`config.mk`:
```
export PLATFORM = sky130hd
export DESIGN_NAME = seq_det_sched
export DESIGN_NICKNAME = d
export VERILOG_FILES = /design/src/rtl/seq_det_pkg.sv /design/src/rtl/seq_det_sched_arb.sv /design/src/rtl/seq_det_sched.sv
export SDC_FILE = /design/constraint.sdc
export NUM_CORES = 1
export LEC_CHECK = 0
export CAP_MARGIN = 20
export CORE_ASPECT_RATIO = 0.9
export CORE_MARGIN = 2
export CORE_UTILIZATION = 44
export DETAILED_ROUTE_END_ITERATION = 8
export GPL_TIMING_DRIVEN = 0
export PLACE_DENSITY = 0.74
export SLEW_MARGIN = 10
export SYNTH_ARGS = -nofsm -noshare
export SYNTH_HDL_FRONTEND = slang
export SYNTH_HIERARCHICAL = 1
export SYNTH_SLANG_ARGS = --single-unit
```
`constraint.sdc`:
```
create_clock -name clk -period 2.57 [get_ports clk]
set_input_delay 0.514 -clock clk [delete_from_list [all_inputs] [get_ports clk]]
set_output_delay 0.514 -clock clk [all_outputs]
set_load 0.02 [all_outputs]
```
`src/rtl/seq_det_pkg.sv`:
```
// Shared "101" overlapping-sequence detector state and step functions.
// Used by seq_det_sched and the single-stream detector.
package seq_det_pkg;

  typedef enum logic [1:0] {
    S0 = 2'b00,
    S1 = 2'b01,
    S2 = 2'b10,
    S3 = 2'b11
  } det_state_t;

  // S3 means "101" was just completed; overlap restarts from S1/S2.
  function automatic det_state_t next_state(input det_state_t s, input logic b);
    det_state_t n;
    case (s)
      S0:      n = b ? S1 : S0;
      S1:      n = b ? S1 : S2;
      S2:      n = b ? S3 : S0;
      S3:      n = b ? S1 : S2;
      default: n = S0;
    endcase
    return n;
  endfunction

  function automatic logic is_hit(input det_state_t s);
    return (s == S3);
  endfunction

endpackage

```
`src/rtl/seq_det_sched_arb.sv`:
```
// Combinational round-robin arbiter: first requester at or above ptr,
// wrapping to 0. Produces one-hot grant, encoded index and any-grant flag.
module rr_arbiter #(
  parameter int N = 4,
  localparam int W = $clog2(N)
) (
  input  logic [N-1:0] req,
  input  logic [W-1:0] ptr,
  output logic [N-1:0] gnt,
  output logic [W-1:0] idx,
  output logic         any
);

  always_comb begin
    gnt = '0;
    idx = '0;
    any = 1'b0;
    // Upper segment [ptr..N-1] first, then the wrapped segment [0..ptr-1].
    for (int i = 0; i < N; i++) begin
      if (!any && req[i] && (W'(i) >= ptr)) begin
        any    = 1'b1;
        gnt[i] = 1'b1;
        idx    = W'(i);
      end
    end
    for (int i = 0; i < N; i++) begin
      if (!any && req[i] && (W'(i) < ptr)) begin
        any    = 1'b1;
        gnt[i] = 1'b1;
        idx    = W'(i);
      end
    end
  end

endmodule

```
`src/rtl/seq_det_sched.sv`:
```
// Time-multiplexed "101" detector shared by NUM_CH serial requesters.
// Optional per-channel saturating hit counters: define SEQ_DET_HITCNT_EN.
module seq_det_sched
  import seq_det_pkg::*;
#(
  parameter int NUM_CH = 4,
`ifdef SEQ_DET_HITCNT_EN
  parameter int CNT_W  = 8,
`endif
  localparam int CH_W  = $clog2(NUM_CH)
) (
  input  logic              clk,
  input  logic              rst,
  input  logic              en,
  input  logic [NUM_CH-1:0] ch_valid,
  input  logic [NUM_CH-1:0] ch_bit,
  input  logic [NUM_CH-1:0] ch_clr,
  output logic [NUM_CH-1:0] ch_ready,
  output logic              hit_valid,
  output logic [CH_W-1:0]   hit_ch,
`ifdef SEQ_DET_HITCNT_EN
  input  logic [CH_W-1:0]   rd_ch,
  output logic [CNT_W-1:0]  rd_cnt,
`endif
  output logic              busy
);

  logic [CH_W-1:0]   ptr;
  det_state_t        st [NUM_CH];
  logic [NUM_CH-1:0] req;
  logic [NUM_CH-1:0] gnt;
  logic [CH_W-1:0]   gidx;
  logic              xfer;
  det_state_t        cur_st;
  det_state_t        nxt_st;
  logic              hit_now;
  logic              hit_vld_p1;
  logic [CH_W-1:0]   hit_ch_p1;
  logic              busy_p1;

  // Clear masks the grant so a cleared channel never steps in the same cycle.
  assign req = ch_valid & ~ch_clr & {NUM_CH{en & ~rst}};

  rr_arbiter #(.N(NUM_CH)) u_arb (
    .req (req),
    .ptr (ptr),
    .gnt (gnt),
    .idx (gidx),
    .any (xfer)
  );

  assign ch_ready = gnt;
  assign cur_st   = st[gidx];
  assign nxt_st   = next_state(cur_st, ch_bit[gidx]);
  assign hit_now  = xfer & is_hit(nxt_st);

  // Stage p1: state write-back and registered hit/busy.
  always_ff @(posedge clk) begin
    if (rst) begin
      ptr        <= '0;
      hit_vld_p1 <= 1'b0;
      hit_ch_p1  <= '0;
      busy_p1    <= 1'b0;
      for (int i = 0; i < NUM_CH; i++) st[i] <= S0;
    end else begin
      for (int i = 0; i < NUM_CH; i++) begin
        if (ch_clr[i]) st[i] <= S0;
      end
      if (xfer) begin
        st[gidx] <= nxt_st;
        ptr      <= (gidx == CH_W'(NUM_CH - 1)) ? '0 : gidx + 1'b1;
      end
      hit_vld_p1 <= hit_now;
      if (hit_now) hit_ch_p1 <= gidx;
      busy_p1 <= xfer;
    end
  end

  assign hit_valid = hit_vld_p1;
  assign hit_ch    = hit_ch_p1;
  assign busy      = busy_p1;

`ifdef SEQ_DET_HITCNT_EN
  logic [CNT_W-1:0] hit_cnt [NUM_CH];
  logic [CNT_W-1:0] rd_cnt_p1;

  // Stage p1: counter update alongside hit_valid, registered readback.
  always_ff @(posedge clk) begin
    if (rst) begin
      rd_cnt_p1 <= '0;
      for (int i = 0; i < NUM_CH; i++) hit_cnt[i] <= '0;
    end else begin
      for (int i = 0; i < NUM_CH; i++) begin
        if (ch_clr[i]) hit_cnt[i] <= '0;
      end
      if (hit_now && (hit_cnt[gidx] != {CNT_W{1'b1}})) hit_cnt[gidx] <= hit_cnt[gidx] + 1'b1;
      rd_cnt_p1 <= (int'(rd_ch) < NUM_CH) ? hit_cnt[rd_ch] : '0;
    end
  end

  assign rd_cnt = rd_cnt_p1;
`endif

endmodule
```
==> results.txt, run 1 <==
The highest metal layer carrying signal wires in the routed design is met4. The wire length of the first global-routing pass came out at 3910 µm. The TritonCTS clock tree is done. For this block, wires on met1 add up to 1050 µm. Setup repair after global routing could not meet its margin everywhere.

The worst setup path is launched from an input pin. The floorplan step set the die height to 49.4 µm. The post-detailed-placement half-perimeter wirelength came out at 1660 µm. Summing the sequential cell areas from Yosys gives 35.8% of the chip area. In the post-synthesis netlist, the biggest area contributors are sky130_fd_sc_hd__edfxtp_1 (24%), sky130_fd_sc_hd__dfxtp_1 (12%), sky130_fd_sc_hd__ha_1 (5.0%), sky130_fd_sc_hd__mux2i_1 (5.0%), sky130_fd_sc_hd__mux4_2 (4.5%). The largest family of logic cells by synthesized area is simple AND/OR/NAND/NOR gates. The post-synthesis average cell area came out at 10.4 µm². The worst setup path is captured at a register.

Counting every sink on the clock net gives 14. The arrival time of the worst setup path is 2.61 ns. The total count of hold-check failures in the final report is 0. The final weighted congestion in routability-driven placement came out at 0.740. The xor and xnor fraction of the mapped netlist area came out at 0%. The global route total overflow came out at 0. The top cell types in the final layout, fill and taps aside, are sky130_fd_sc_hd__buf_4 (20), sky130_fd_sc_hd__clkdlybuf4s50_1 (10), sky130_fd_sc_hd__edfxtp_1 (8), sky130_fd_sc_hd__nand2_1 (7), sky130_fd_sc_hd__dfxtp_1 (6). The floorplan step defined a die boundary enclosing 2690 µm². The average wire per cell in the routed design came out at 15.3 µm. The number of global-route vias before repair is 911. The total length of routed met3 wires came out at 144 µm. The maximum clock skew at final layout came out at 0.00344 ns.

23 I/O pins were placed. Once detail routing completed, the nets flagged for antenna violations numbered 0. The DRC violation count after routing is 0. The final layout contains 163 nets. The power density relative to cell area came out at 353 nW/µm². Counting flops and latches in the post-synthesis netlist gives 14. The finished cells cover 1530 µm². The later-pin clock latency in the skew report came out at 0.29 ns. Clock tree synthesis selected as its root buffer the cell sky130_fd_sc_hd__clkbuf_4. Summing the areas of all compound-gate instances in the mapped netlist gives 15.9% of the synthesized area. The adder-cell share of the synthesized area is 4.97%. The number of antenna diodes in the final layout is 0. The worst slew slack as a fraction of its limit is 72.7%. The portion of the clock cycle consumed by the worst path in the final layout came out at 99.7%. The total via count after detailed routing came out at 948. The initial core utilization came out at 46.6%. The largest net degree at the start of global routing is 11.

The run finished with clean final reports. The final core utilization is 70.7%. The total routing usage reported by global routing came out at 20.6%. The maximum clock rate came out at 390 MHz. The largest buffer count on any clock path is 2. The time the worst path needs with I/O delays and setup is 2.56 ns. The largest driver fanout on the critical path came out at 9. Yosys mapped the design onto 36 distinct sky130hd cell types. sky130_fd_sc_hd__edfxtp_1 takes more of the synthesized area than any other cell. The mux share of post-synthesis cell area is 12.0%. The critical path is of the in -> reg type. The post-synthesis instance area came out at 1010 µm². The number of setup violations in the final report came out at 0.

Dividing the detail-routed via count by the number of cells gives 5.61. CTS built an H-tree with a depth of 1. The required arrival time at the worst endpoint came out at 2.62 ns. The standard cell area after detailed placement is 1280 µm². The placement row count came out at 16. The number of buffer cells added on primary ports is 22. The growth of design area from synthesis to finish came out at 51.8%. Yosys printed 6 warnings. The clock input transition at the sequential cells of the worst setup and hold paths is 0.09 ns. The maximum resistive drop on vdd is 0.269 mV. The leakage power is 0.000675 µW. Buffers inserted to repair hold after CTS numbered 0. The initial antenna violation count came out at 0. The pin slew with the least headroom to its limit came out at 0.410 ns. The wire length after detailed routing came out at 2580 µm. The initial DRC count is 17. The worst hold path belongs to the class reg -> reg.

The die outline width came out at 54.4 µm. The layout cell share with drive strength beyond 1 came out at 38.0%. The routed length on met2 came out at 1330 µm. The number of cells produced by synthesis came out at 97. The top-area cell type share of the netlist area came out at 23.9%. The placeable core region came out at 2160 µm². The number of fillers in the final layout came out at 167. The library cell used most frequently in the layout, excluding fill and tap cells, is sky130_fd_sc_hd__buf_4. The number of detailed-routing iterations run before antenna repair came out at 5. The max-capacitance violation count came out at 0. The area share of and/or/nand/nor cells after synthesis is 23.6%. The post-synth net total is 116. The total CTS buffers came out at 3. The total count of max-transition violations in the final report came out at 0.
[layout make-up]
class / count / area, µm² / share of cell area [%]
repair buffers: 42 / 359 / 23.5
multi-input cells: 71 / 667 / 43.6
flip-flops and latches: 14 / 360 / 23.6
inverters: 3 / 11.3 / 0.736
plain buffers: 9 / 75.1 / 4.91
well taps: 27 / 33.8 / 2.21
clock buffers: 3 / 22.5 / 1.47
[cells by family (layout without fill, tap and decap cells)]
| family | Yosys count | count (layout) |
|---|---|---|
| and+or+nand+nor | 37 | 37 |
| adders and majority gates | 4 | 4 |
| buffers and inverters | 12 | 57 |
| AOI/OAI and AO/OA | 22 | 22 |
| DFF | 14 | 14 |
| muxes | 8 | 8 |
[registers in the layout, summed over array words and instances (netlist names)]
signal and flops:
hit_valid 1, ptr 2, busy 1, st 8, hit_ch 2
[metal layers]
layer  vias to the layer above  track usage, %
met4                         0            7.50
met2                        30            34.7
li1                        446               -
met5                         -               0
met1                       465            23.8
met3                         7            6.44
[synth_stat cells]
master	instances
sky130_fd_sc_hd__a211o_1	4
sky130_fd_sc_hd__a21o_1	1
sky130_fd_sc_hd__a21oi_1	7
sky130_fd_sc_hd__a221oi_1	1
sky130_fd_sc_hd__a221oi_2	1
sky130_fd_sc_hd__a2bb2oi_1	1
sky130_fd_sc_hd__and2_1	1
sky130_fd_sc_hd__and3_1	5
sky130_fd_sc_hd__and4b_2	1
sky130_fd_sc_hd__buf_2	1
sky130_fd_sc_hd__buf_4	2
sky130_fd_sc_hd__buf_6	3
sky130_fd_sc_hd__clkbuf_1	2
sky130_fd_sc_hd__clkbuf_2	1
sky130_fd_sc_hd__dfxtp_1	6
sky130_fd_sc_hd__edfxtp_1	8
sky130_fd_sc_hd__ha_1	4
sky130_fd_sc_hd__inv_1	3
sky130_fd_sc_hd__mux2i_1	5
sky130_fd_sc_hd__mux4_1	1
sky130_fd_sc_hd__mux4_2	2
sky130_fd_sc_hd__nand2_1	7
sky130_fd_sc_hd__nand2b_1	5
sky130_fd_sc_hd__nand2b_4	1
sky130_fd_sc_hd__nand3b_1	2
sky130_fd_sc_hd__nand4b_4	1
sky130_fd_sc_hd__nor2_1	6
sky130_fd_sc_hd__nor2b_1	3
sky130_fd_sc_hd__nor3b_1	4
sky130_fd_sc_hd__o21a_1	2
sky130_fd_sc_hd__o21ai_0	1
sky130_fd_sc_hd__o21ai_1	1
sky130_fd_sc_hd__o21bai_1	1
sky130_fd_sc_hd__o221a_2	1
sky130_fd_sc_hd__o22ai_1	1
sky130_fd_sc_hd__or2b_1	1
[stage by stage]
step	setup slack (ns)	total power (µW)	setup TNS, ns	cells	hold WS, ns
CTS	0.0000906	521	0	162	0.487
detailed placement	-0.877	380	-18.03	146	0.472
floorplan	-0.0221	336	-0.0884	97	0.485
global placement	-0.804	378	-16.53	146	0.460
finish	0.00810	539	0	169	0.484
global route	-0.0770	562	-0.397	169	0.512
[worst max-delay path: stages]
cell	delay (ns)
sky130_fd_sc_hd__clkdlybuf4s50_1	0.53
sky130_fd_sc_hd__nor3b_2	0.07
sky130_fd_sc_hd__buf_6	0.14
sky130_fd_sc_hd__a221oi_4	0.26
sky130_fd_sc_hd__buf_6	0.17
sky130_fd_sc_hd__mux4_2	0.59
sky130_fd_sc_hd__nand3b_1	0.23
sky130_fd_sc_hd__a21oi_1	0.10
[final timing paths]
| check | startpoint | endpoint | slack, ns | depth (start not counted) |
|---|---|---|---|---|
| worst min-delay path | hit_ch[0] | hit_ch[0] | 0.48 | 2 |
| worst min register to register | hit_ch[0] | hit_ch[0] | 0.48 | 2 |
| worst max register to register | ptr[1] | st[1][1] | 0.23 | 7 |
| worst max-delay path | ch_clr[2] | st[1][1] | 0.008 | 8 |
[timing repair]
| action | CTS | global route |
|---|---|---|
| setup buffers | 13 | 7 |
| hold endpoints to repair | 0 | 0 |
| resized for setup | 25 | 18 |
| setup endpoints to repair | 26 | 11 |
| pin swaps | 7 | 10 |
[where the power goes]
| part | internal (µW) | switching (µW) |
|---|---|---|
| combinational | 83.7 | 74.6 |
| clock | 54.5 | 76.5 |
| sequential | 246 | 3.68 |
| total | 385 | 155 |
Note: power is estimated with default switching activity, not from simulation.
==> run 2: changes to the inputs <==
--- a/config.mk
+++ b/config.mk
@@ -9,6 +9,7 @@
 export CORE_ASPECT_RATIO = 0.9
 export CORE_MARGIN = 2
 export CORE_UTILIZATION = 44
+export CTS_CLUSTER_DIAMETER = 200
 export DETAILED_ROUTE_END_ITERATION = 8
 export GPL_TIMING_DRIVEN = 0
 export PLACE_DENSITY = 0.74
==> results of run 2 <==
No change in the layout: final DEF, timing and power equal those of run 1.
